--- src/rtl/btn_debounce_fsm.sv ---
// Push-button conditioner: 2-FF synchroniser, debounce FSM, press/release
// strobes, one-shot long-press strobe and a wrapping 8-bit press counter.
// All outputs are registered and change on the same edge as the state move
// that causes them.
module btn_debounce_fsm #(
  parameter int DEBOUNCE_CYCLES   = 540000,
  parameter int LONG_PRESS_CYCLES = 27000000,
  parameter bit ACTIVE_LOW        = 1'b0,
  parameter int CNT_W             = 28
) (
  input  logic       clk,
  input  logic       rst,
  input  logic       btn_raw,
  output logic       btn_level,
  output logic       press_pulse,
  output logic       release_pulse,
  output logic       long_press,
  output logic [7:0] press_count
);

  typedef enum logic [1:0] {
    IDLE         = 2'd0,
    PRESS_WAIT   = 2'd1,
    PRESSED      = 2'd2,
    RELEASE_WAIT = 2'd3
  } state_t;

  localparam logic [CNT_W-1:0] DB_LAST = CNT_W'(DEBOUNCE_CYCLES - 1);
  localparam logic [CNT_W-1:0] LP_LAST = CNT_W'(LONG_PRESS_CYCLES - 1);

  // Hold time stops counting once the long-press threshold is reached.
  function automatic logic [CNT_W-1:0] sat_inc(input logic [CNT_W-1:0] v);
    return (v < LP_LAST) ? v + CNT_W'(1) : v;
  endfunction

  logic             sync1_q, sync2_q;
  logic             b;
  state_t           state_q, state_d;
  logic [CNT_W-1:0] db_cnt_q, db_cnt_d;
  logic [CNT_W-1:0] hold_cnt_q, hold_cnt_d;
  logic             long_fired_q, long_fired_d;
  logic             btn_level_q, btn_level_d;
  logic             press_pulse_q, press_pulse_d;
  logic             release_pulse_q, release_pulse_d;
  logic             long_press_q, long_press_d;
  logic [7:0]       press_count_q, press_count_d;

  // Two-flop synchroniser; resets to the idle pad level so no false press.
  always_ff @(posedge clk or posedge rst) begin
    if (rst) begin
      sync1_q <= ACTIVE_LOW;
      sync2_q <= ACTIVE_LOW;
    end else begin
      sync1_q <= btn_raw;
      sync2_q <= sync1_q;
    end
  end

  // Normalised button: 1 means pressed regardless of board wiring.
  assign b = sync2_q ^ ACTIVE_LOW;

  // State, counters and registered outputs.
  always_ff @(posedge clk or posedge rst) begin
    if (rst) begin
      state_q         <= IDLE;
      db_cnt_q        <= '0;
      hold_cnt_q      <= '0;
      long_fired_q    <= 1'b0;
      btn_level_q     <= 1'b0;
      press_pulse_q   <= 1'b0;
      release_pulse_q <= 1'b0;
      long_press_q    <= 1'b0;
      press_count_q   <= 8'd0;
    end else begin
      state_q         <= state_d;
      db_cnt_q        <= db_cnt_d;
      hold_cnt_q      <= hold_cnt_d;
      long_fired_q    <= long_fired_d;
      btn_level_q     <= btn_level_d;
      press_pulse_q   <= press_pulse_d;
      release_pulse_q <= release_pulse_d;
      long_press_q    <= long_press_d;
      press_count_q   <= press_count_d;
    end
  end

  // Next-state and next-output logic; strobes default low every cycle.
  always_comb begin
    state_d         = state_q;
    db_cnt_d        = db_cnt_q;
    hold_cnt_d      = hold_cnt_q;
    long_fired_d    = long_fired_q;
    btn_level_d     = btn_level_q;
    press_pulse_d   = 1'b0;
    release_pulse_d = 1'b0;
    long_press_d    = 1'b0;
    press_count_d   = press_count_q;
    case (state_q)
      IDLE: begin
        if (b) begin
          state_d  = PRESS_WAIT;
          db_cnt_d = '0;
        end
      end
      PRESS_WAIT: begin
        if (!b) begin
          state_d = IDLE;
        end else if (db_cnt_q == DB_LAST) begin
          state_d       = PRESSED;
          btn_level_d   = 1'b1;
          press_pulse_d = 1'b1;
          press_count_d = press_count_q + 8'd1;
          hold_cnt_d    = '0;
          long_fired_d  = 1'b0;
        end else begin
          db_cnt_d = db_cnt_q + CNT_W'(1);
        end
      end
      PRESSED: begin
        if ((hold_cnt_q == LP_LAST) && !long_fired_q) begin
          long_press_d = 1'b1;
          long_fired_d = 1'b1;
        end
        if (!b) begin
          state_d  = RELEASE_WAIT;
          db_cnt_d = '0;
        end else begin
          hold_cnt_d = sat_inc(hold_cnt_q);
        end
      end
      RELEASE_WAIT: begin
        if (b) begin
          // A release bounce: resume the press with hold time intact.
          state_d = PRESSED;
        end else if (db_cnt_q == DB_LAST) begin
          state_d         = IDLE;
          btn_level_d     = 1'b0;
          release_pulse_d = 1'b1;
        end else begin
          db_cnt_d = db_cnt_q + CNT_W'(1);
        end
      end
      default: begin
        state_d       = IDLE;
        db_cnt_d      = '0;
        hold_cnt_d    = '0;
        long_fired_d  = 1'b0;
        btn_level_d   = 1'b0;
        press_count_d = 8'd0;
      end
    endcase
  end

  assign btn_level     = btn_level_q;
  assign press_pulse   = press_pulse_q;
  assign release_pulse = release_pulse_q;
  assign long_press    = long_press_q;
  assign press_count   = press_count_q;

endmodule

--- config.mk ---
export PLATFORM = sky130hd
export DESIGN_NAME = btn_debounce_fsm
export DESIGN_NICKNAME = d
export VERILOG_FILES = /design/src/rtl/btn_debounce_fsm.sv
export SDC_FILE = /design/constraint.sdc
export NUM_CORES = 1
export LEC_CHECK = 0
export BUFFER_PORTS_ARGS = -buffer_cell sky130_fd_sc_hd__buf_4
export CAP_MARGIN = 20
export CORE_MARGIN = 2
export CORE_UTILIZATION = 50
export CTS_CLUSTER_DIAMETER = 200
export CTS_CLUSTER_SIZE = 40
export DETAILED_ROUTE_END_ITERATION = 10
export PLACE_DENSITY = 0.81
export REMOVE_ABC_BUFFERS = 1
export SLEW_MARGIN = 20
export SYNTH_ARGS = -nofsm -noshare
export SYNTH_HDL_FRONTEND = slang
export SYNTH_SLANG_ARGS = --single-unit
--- constraint.sdc ---
create_clock -name clk -period 2.4 [get_ports clk]
set_input_delay 0 -clock clk [delete_from_list [all_inputs] [get_ports clk]]
set_output_delay 0 -clock clk [all_outputs]
set_load 0.05 [all_outputs]
==> results of run 1 <==
[how the worst max path moves through the flow]
| stage | start | end | slack (ps) |
|---|---|---|---|
| 2_1_floorplan | hold_cnt_q[0] | hold_cnt_q[6] | -350 |
| 3_3_place_gp | db_cnt_q[9] | long_fired_q | 50 |
| 3_5_place_dp | db_cnt_q[9] | db_cnt_q[5] | 10 |
| 4_1_cts | db_cnt_q[9] | db_cnt_q[17] | 40 |
| 5_1_grt | db_cnt_q[9] | press_count[7] | 4 |
| 6_report | db_cnt_q[9] | db_cnt_q[21] | 100 |
[final cells by class]
class	count	area, um2
tap	99	124
timing repair buffer	42	333
sequential	73	1830
multi-input combinational	339	1950
inverter	4	15.0
fill	597	2860
clock buffer	9	124
clock inverter	7	100
[synth_stat cells (2+ instances only)]
cell type	number
a21oi_1	11
a31oi_1	4
and2_1	7
and3_1	10
and4_1	4
clkbuf_1	15
dfrtp_1	73
ha_1	3
inv_1	4
nand2_1	72
nand2b_1	5
nand3_1	46
nand3_2	2
nand3b_1	2
nand4_1	13
nor2_1	44
nor2b_1	3
nor3_1	11
nor3b_1	2
nor4_1	15
nor4b_1	5
o21ai_0	18
o311ai_0	2
o31ai_1	3
or3_1	8
xnor2_1	15
xor2_1	14
[critical path: stages (launching register included)]
cell and delay [ps]:
dfrtp_1 380, or4b_1 510, or4_4 530, or3_4 410, nand4_1 110, xor2_1 170
nor2_1 60
[cell families (layout without fill, tap and decap cells)]
| kind of cell | Yosys count | count (layout) |
|---|---|---|
| AOI/OAI and AO/OA | 47 | 47 |
| adders and majority gates | 3 | 3 |
| DFF | 73 | 73 |
| muxes | 1 | 1 |
| xor gates and xnor gates | 29 | 29 |
| and+or+nand+nor | 259 | 259 |
| buffers and inverters | 21 | 62 |
[where the power goes]
part           internal, mW  switching (mW)  total (mW)
Sequential             1.24         0.00778        1.25
Clock                 0.594           0.512        1.11
Combinational        0.0239          0.0504      0.0742
[registers in the layout, indices dropped and copies added, names as in the netlist, named ones only]
name,flops
long_fired_q,1
hold_cnt_q,28
state_q,1
sync1_q,1
db_cnt_q,28
release_pulse,1
btn_level,1
press_pulse,1
press_count,8
long_press,1
b,1
[stage by stage]
stage	cells	utilization [%]	area, um2
global route	573	61.0	4470
floorplan	416	-	3760
CTS	571	60.6	4440
detailed placement	553	57.2	4190
global placement	553	57.2	4190
finish	573	61.0	4470
[routing by layer]
metal	up-vias	track usage, %	part of all wire [%]
met3	24	6.14	4.9
met5	-	0	0
li1	1616	-	-
met1	1631	29.8	44
met4	0	8.96	2.1
met2	108	36.8	49
[what timing repair did]
| action | CTS | global route |
|---|---|---|
| resized for setup | 1 | 4 |
| endpoints found under the setup margin | 1 | 15 |
| setup buffers | 0 | 2 |
| pin swaps | 0 | 5 |
| hold endpoints to repair | 27 | 0 |
| hold buffers | 2 | 0 |
==> impl_metrics.csv, run 1 <==
group,metric,value,unit
cts,clk_pin_slew,90,ps
route,drt_iter0_drc,308,
route,drc,0,
yosys,synth_area_leaders,"dfrtp_1 48%, nand2_1 7.1%, nand3_1 6.0%, nor2_1 4.3%, xnor2_1 3.4%",
cts,cts_tree,"yes",
timing,maxSlewViolCount,0,
worst_setup_path,cp-start-kind,"register",
floorplanning,die_area,0.00838,mm2
status,status,"finished clean",
cells_and_area,drive_gt1_share,15.0,%
worst_setup_path,end_kind,"register",
global_routing,grt_first_pass_wirelength,15.5,mm
timing,slew_headroom,61.3,%
timing,finalHoldViolCount,0,
cts,cts_buffers,9,
global_routing,grt_pass1_vias,3326,
route,via_per_inst,5.90,
yosys,synth_compound_area_share,7.45,%
worst_setup_path,critPathMaxFanout,8,
timing,rsz0062_at_grt,"no",
yosys,syn-cell-area,0.00383,mm2
yosys,synth-edff-count,0,
route,wl,8.92,mm
timing,finalCritPeriodShare,95.7,%
yosys,synth_top_cell_area_share,47.7,%
cells_and_area,final_common_cell,"dfrtp_1",
floorplanning,rows,31,
cells_and_area,fin_nets,475,
timing,period_needed,2300,ps
timing,hold_ws,251,ps
floorplanning,design.core.area,0.00733,mm2
cells_and_area,synthToLayoutAreaGrowth,16.8,%
placed_design,dp_hpwl,6.07,mm
timing,tightest_slew,580,ps
placed_design,io_buffers,14,
global_routing,antenna_found_initial,0,
placed_design,dpl_worst_slack,9.62,ps
yosys,seq_area_frac_synth,47.7,%
power,finalPower,2.43,mW
yosys,async_reset_ff_share,100,%
floorplanning,fp.dieH,91.5,um
yosys,synth_top_family_by_area,"simple AND/OR/NAND/NOR gates",
worst_setup_path,regToRegStartpoint,"db_cnt_q[9]",
route,vias,3379,
yosys,yosys.area.top_type,"dfrtp_1",
yosys,synth_fa_ha_area_share,0.980,%
cts,insertion_delay,370,ps
cts,htreeDepth,3,
cts,cts_sinks,73,
yosys,synthMuxAreaShare,0.294,%
yosys,syn_area_per_cell,8.85,um2
cells_and_area,diodes,0,
timing,max_freq,435,MHz
yosys,synthCells,433,
worst_setup_path,r2r-end,"db_cnt_q[21]",
global_routing,grt.total_usage,23.0,%
run,maxCapViolations,0,
floorplanning,ios,15,
floorplanning,start_util,52.3,%
timing,finalSetupTns,0,ps
power,vdd_ir_drop_max,0.285,mV
yosys,synth_ff_type,"dfrtp_1",
timing,setup_viol,0,
yosys,synth_seq_cells,73,
route,ant_nets,0,
route,drt_first_pass_iters,6,
power,total_leakage_power,2.03,nW
cells_and_area,most-common-layout-cells,"73 x dfrtp_1, 72 x nand2_1, 46 x nand3_1, 43 x nor2_1, 39 x buf_4",
timing,skew,16.1,ps
timing,fin_ws,103,ps
cts,cts_buffer_depth,2,
yosys,synth.distinct_cells,49,
worst_setup_path,r2r_setup_slack,100,ps
worst_setup_path,rr_worst_depth,6,
route,routedWlPerCell,15.6,um
yosys,yosysWarnings,0,
yosys,synth-xor-area-share,6.63,%
worst_setup_path,worstPathArrival,2540,ps
worst_setup_path,worstPathRequired,2650,ps
cts,cts_root_buf,"clkbuf_8",
floorplanning,dieWidth,91.5,um
worst_setup_path,worst-setup-path-type,"register to register",
placed_design,place_congestion,0.880,
global_routing,grt_start_max_net_pins,48,
power,pwr_density_cell,542,mW/mm2
global_routing,gr-total-overflow,0,
min_path,hold_path.class,"input port to asynchronous set/reset pin",
yosys,synthSimpleGateAreaFrac,34.8,%
Power figures use the tool's default switching activity.
==> inputs of run 2 (changes only) <==
--- a/config.mk
+++ b/config.mk
@@ -8,11 +8,11 @@
 export BUFFER_PORTS_ARGS = -buffer_cell sky130_fd_sc_hd__buf_4
 export CAP_MARGIN = 20
 export CORE_MARGIN = 2
-export CORE_UTILIZATION = 50
+export CORE_UTILIZATION = 56
 export CTS_CLUSTER_DIAMETER = 200
 export CTS_CLUSTER_SIZE = 40
 export DETAILED_ROUTE_END_ITERATION = 10
-export PLACE_DENSITY = 0.81
+export PLACE_DENSITY = 0.88
 export REMOVE_ABC_BUFFERS = 1
 export SLEW_MARGIN = 20
 export SYNTH_ARGS = -nofsm -noshare
==> impl_metrics.csv, run 2 (synthesis gave the netlist of run 1 again) <==
group,metric,value,unit
worst_setup_path,worst-setup-path-type,"register to register",
timing,maxSlewViolCount,0,
floorplanning,start_util,57.0,%
placed_design,place_congestion,0.933,
worst_setup_path,cp-start-kind,"register",
cells_and_area,fin_util,65.4,%
cts,cts_sinks,73,
timing,finalHoldViolCount,0,
timing,finalSetupTns,0,ps
cells_and_area,final_common_cell,"dfrtp_1",
placed_design,dp_hpwl,5.83,mm
floorplanning,rows,30,
cells_and_area,synthToLayoutAreaGrowth,14.7,%
route,ant_nets,0,
floorplanning,dieWidth,86.7,um
worst_setup_path,critPathMaxFanout,8,
timing,period_needed,2330,ps
cts,cts_tree,"yes",
cts,insertion_delay,360,ps
timing,rsz0062_at_grt,"no",
worst_setup_path,worstPathRequired,2640,ps
status,status,"finished clean",
global_routing,grt_pass1_vias,3192,
power,finalPower,2.34,mW
cts,cts_buffers,9,
cells_and_area,fin_nets,472,
timing,setup_viol,0,
cells_and_area,ff_latch_area,0.00183,mm2
route,routedWlPerCell,15.4,um
cells_and_area,most-common-layout-cells,"73 x dfrtp_1, 72 x nand2_1, 46 x nand3_1, 44 x nor2_1, 37 x buf_4",
cts,cts_root_buf,"clkbuf_8",
floorplanning,die_area,0.00752,mm2
timing,finalCritPeriodShare,97.0,%
power,total_leakage_power,1.99,nW
worst_setup_path,regToRegStartpoint,"db_cnt_q[9]",
worst_setup_path,path_cells,"or4b_1, or4_4, or3_4, nor3b_1, nor2_1",
global_routing,grt.total_usage,23.8,%
worst_setup_path,worstPathArrival,2570,ps
cts,htreeDepth,3,
global_routing,grt_start_max_net_pins,32,
run,maxCapViolations,0,
placed_design,io_buffers,14,
cells_and_area,n_fill_cell,526,
worst_setup_path,end_kind,"register",
route,drc,0,
worst_setup_path,r2r_setup_slack,70,ps
worst_setup_path,rr_worst_depth,5,
floorplanning,fp.dieH,86.7,um
worst_setup_path,worst_path_max_delay_cell,"or4_4",
route,via_per_inst,6.13,
route,wl,8.50,mm
floorplanning,ios,15,
timing,tightest_slew,517,ps
route,vias,3377,
timing,slew_headroom,65.2,%
power,pwr_density_cell,534,mW/mm2
cells_and_area,multi_input_area,0.00194,mm2
route,drt_first_pass_iters,5,
worst_setup_path,path_buf_inv,0,
worst_setup_path,cp_top_family,"simple AND/OR/NAND/NOR gates",
cells_and_area,diodes,0,
power,vdd_ir_drop_max,0.295,mV
cts,clk_pin_slew,100,ps
route,drt_iter0_drc,245,
timing,max_freq,429,MHz
worst_setup_path,cpPeakStageDelay,540,ps
timing,hold_ws,221,ps
cts,cts_buffer_depth,2,
global_routing,antenna_found_initial,0,
cells_and_area,drive_gt1_share,14.0,%
floorplanning,design.core.area,0.00672,mm2
worst_setup_path,r2r-end,"hold_cnt_q[24]",
global_routing,gr-total-overflow,0,
min_path,hold_path.class,"input port to asynchronous set/reset pin",
global_routing,grt_first_pass_wirelength,14.3,mm
timing,skew,18.5,ps
run 2: final cells by class:
type                    instances  share of cell area (%)
clock buffers                   9                    2.82
clock inverters                 7                    1.94
inverters                       4                   0.342
multi-input cells             339                    44.3
flip-flops and latches         73                    41.6
well taps                      80                    2.28
repair buffers                 39                    6.78
run 2: worst reg2reg max path, delay by kind of cell, from the launching register on:
family | cells | cell delay (ps)
AND/OR/NAND/NOR | 5 | 1840
flip-flops | 1 | 380
run 2: metal layers:
| layer | wire (um) | part of all wire (%) | vias up | track usage [%] |
|---|---|---|---|---|
| li1 | - | - | 1625 | - |
| met1 | 3720 | 44 | 1617 | 32.3 |
| met2 | 4160 | 49 | 120 | 37.7 |
| met3 | 475 | 5.6 | 15 | 5.52 |
| met4 | 140 | 1.6 | 0 | 7.95 |
| met5 | 0 | 0 | - | 0 |
run 2: per-stage QoR:
stage / std cells / cell area (um2) / setup WS, ps
floorplan: 416 / 3760 / -352
global placement: 532 / 4140 / 62.8
detailed placement: 532 / 4140 / 5.98
CTS: 550 / 4370 / 36.3
global route: 551 / 4390 / 5.01
finish: 551 / 4390 / 71.4
run 2: power by group:
part | switching (mW) | internal, mW | leakage (nW) | total, mW
logic | 0.0523 | 0.0256 | 0.880 | 0.0780
clock network | 0.520 | 0.501 | 0.100 | 1.02
registers | 0.00692 | 1.24 | 1.01 | 1.24
total | 0.579 | 1.76 | 1.99 | 2.34
run 2: how the worst max path moves through the flow:
stage,from,endpoint,depth (start not counted)
after detailed placement,db_cnt_q[9],long_fired_q,5
after global routing,db_cnt_q[9],hold_cnt_q[24],5
after global placement,db_cnt_q[9],hold_cnt_q[24],5
final,db_cnt_q[9],hold_cnt_q[24],5
after CTS,db_cnt_q[9],press_count[1],5
after floorplan,hold_cnt_q[0],hold_cnt_q[6],7
run 2: what timing repair did:
action	4_1_cts	5_1_grt
resized for setup	1	3
pin swaps	0	1
setup buffers	0	1
endpoints found under the hold margin	22	0
setup endpoints to repair	2	12
hold buffers	2	0
==> inputs of run 3 (changes only) <==
--- a/config.mk
+++ b/config.mk
@@ -5,6 +5,7 @@
 export SDC_FILE = /design/constraint.sdc
 export NUM_CORES = 1
 export LEC_CHECK = 0
+export ABC_AREA = 1
 export BUFFER_PORTS_ARGS = -buffer_cell sky130_fd_sc_hd__buf_4
 export CAP_MARGIN = 20
 export CORE_MARGIN = 2
==> impl_metrics.csv, run 3 <==
group,metric,value,unit
timing,period_needed,2110,ps
yosys,syn_area_per_cell,7.59,um2
worst_setup_path,end_kind,"register",
yosys,synth_area_leaders,"dfrtp_1 41%, nand2_1 13%, inv_1 5.7%, xor2_1 5.3%, nand3_1 4.8%",
route,wl,10.1,mm
cts,cts_root_buf,"clkbuf_8",
route,routedWlPerCell,14.2,um
cts,cts_sinks,73,
floorplanning,dieWidth,93.1,um
worst_setup_path,worstPathRequired,2670,ps
worst_setup_path,cpPeakStageDelay,410,ps
yosys,yosys.area.top_type,"dfrtp_1",
cts,insertion_delay,370,ps
timing,finalSetupTns,0,ps
global_routing,grt.total_usage,25.1,%
min_path,hold_path.class,"input port to asynchronous set/reset pin",
timing,rsz0062_at_grt,"no",
placed_design,dp_hpwl,7.39,mm
timing,tightest_slew,582,ps
worst_setup_path,cp-start-kind,"register",
worst_setup_path,r2r-end,"db_cnt_q[24]",
route,drt_first_pass_iters,5,
worst_setup_path,critPathMaxFanout,23,
worst_setup_path,r2r_setup_slack,290,ps
worst_setup_path,worst-setup-path-type,"register to register",
worst_setup_path,worst_path_max_delay_cell,"dfrtp_1",
global_routing,antenna_found_initial,0,
power,finalPower,2.25,mW
yosys,synth.distinct_cells,37,
cts,ctsResizeCount,0,
timing,fin_ws,291,ps
timing,maxSlewViolCount,0,
yosys,synth_ff_type,"dfrtp_1",
route,ant_nets,0,
yosys,synth_top_cell_area_share,41.0,%
timing,skew,14.0,ps
yosys,synth-edff-count,0,
cells_and_area,drive_gt1_share,13.5,%
power,pwr_density_cell,468,mW/mm2
cells_and_area,most-common-layout-cells,"158 x nand2_1, 73 x dfrtp_1, 66 x inv_1, 44 x nor2_1, 43 x nand3_1",
worst_setup_path,worstPathArrival,2380,ps
cells_and_area,diodes,0,
route,vias,3874,
yosys,async_reset_ff_share,100,%
worst_setup_path,regToRegStartpoint,"db_cnt_q[0]",
timing,finalHoldViolCount,0,
yosys,synth.most_common_cell,"nand2_1",
global_routing,grt_start_max_net_pins,74,
cts,cts_buffers,9,
run,maxCapViolations,0,
status,status,"finished clean",
yosys,synthTopCellsByCount,"158 x nand2_1, 73 x dfrtp_1, 67 x inv_1, 44 x nor2_1, 43 x nand3_1",
floorplanning,design.core.area,0.00773,mm2
cells_and_area,fin_util,62.3,%
floorplanning,die_area,0.00868,mm2
floorplanning,fp.dieH,93.1,um
cts,htreeDepth,3,
worst_setup_path,cp_top_family,"simple AND/OR/NAND/NOR gates",
route,drc,0,
timing,finalCritPeriodShare,87.9,%
yosys,yosysWarnings,0,
route,drt_iter0_drc,263,
placed_design,dpl_worst_slack,340,ps
placed_design,io_buffers,14,
cells_and_area,synthToLayoutAreaGrowth,8.18,%
placed_design,place_congestion,0.957,
worst_setup_path,path_buf_inv,2,
floorplanning,rows,32,
global_routing,gr-total-overflow,0,
route,via_per_inst,5.47,
cts,clk_pin_slew,90,ps
yosys,syn-cell-area,0.00445,mm2
cts,cts_setup_buffers,0,
cells_and_area,fin_nets,607,
power,vdd_ir_drop_max,0.295,mV
floorplanning,ios,15,
cells_and_area,final_common_cell,"nand2_1",
worst_setup_path,rr_worst_depth,12,
floorplanning,start_util,57.6,%
yosys,synthCells,586,
worst_setup_path,path_cells,"ha_1, nand2_1, inv_1, nand2_1, nor2_1, nand2_2, nor2_4, nand2_2, nand2_4, inv_2, nand2_4, o21ai_0",
timing,slew_headroom,60.9,%
yosys,seq_area_frac_synth,41.0,%
power,total_leakage_power,2.17,nW
global_routing,grt_pass1_vias,3693,
timing,max_freq,474,MHz
cts,cts_tree,"yes",
cts,ctsHoldBuffers,2,
yosys,synth_seq_cells,73,
worst_setup_path,crit_start,"db_cnt_q[0]",
global_routing,grt_first_pass_wirelength,17.2,mm
timing,setup_viol,0,
cts,cts_buffer_depth,2,
## run 3: changes by cell type after synthesis, moves of 10 or more
cell / previous run / this run
nor3_1: 11 / 25
xor2_1: 14 / 27
clkbuf_1: 15 / 0
nor4_1: 15 / 2
nand2_2: 0 / 10
o21ai_1: 0 / 20
nand2_1: 72 / 158
inv_1: 4 / 67
## run 3: through the flow
step	cell area (um2)	hold WS [ps]	instances
floorplan	4340	31.4	571
detailed placement	4610	111	690
global route	4810	264	708
CTS	4810	269	708
global placement	4610	111	690
finish	4810	264	708
## run 3: where the power goes
group / switching [mW] / internal, mW
clock: 0.532 / 0.394
combinational: 0.0601 / 0.0215
sequential: 0.00957 / 1.24
## run 3: worst min-delay path: stages
cell and delay (ps):
dlygate4sd3_1 530, buf_4 130, inv_2 50, buf_12 310
## run 3: cell families after synthesis
logic type,share of synthesized area [%]
AND/OR/NAND/NOR,34.0
buffers and inverters,8.83
flip-flops,41.0
AO/OA/AOI/OAI,7.45
XOR/XNOR,7.87
adder cells (fa/ha/maj),0.843
## run 3: cell type report
cell class | instances | area [um2]
Sequential cell | 73 | 1830
Timing Repair Buffer | 19 | 160
Multi-Input combinational cell | 423 | 2230
Inverter | 75 | 284
Tap cell | 102 | 128
Fill cell | 670 | 2910
Clock inverter | 7 | 61.3
Clock buffer | 9 | 124
## run 3: worst max-delay path by stage
| stage | to | depth (start not counted) |
|---|---|---|
| floorplan | asynchronous set/reset pin | 1 |
| global placement | db_cnt_q[25] | 10 |
| detailed placement | db_cnt_q[24] | 12 |
| CTS | db_cnt_q[24] | 12 |
| global route | db_cnt_q[24] | 12 |
| finish | db_cnt_q[24] | 12 |
## run 3: metal layers
metal	share of wire [%]	GRT usage (%)
met1	43	32.4
met2	49	41.7
met3	6.1	5.72
met4	1.9	8.95
met5	0	0
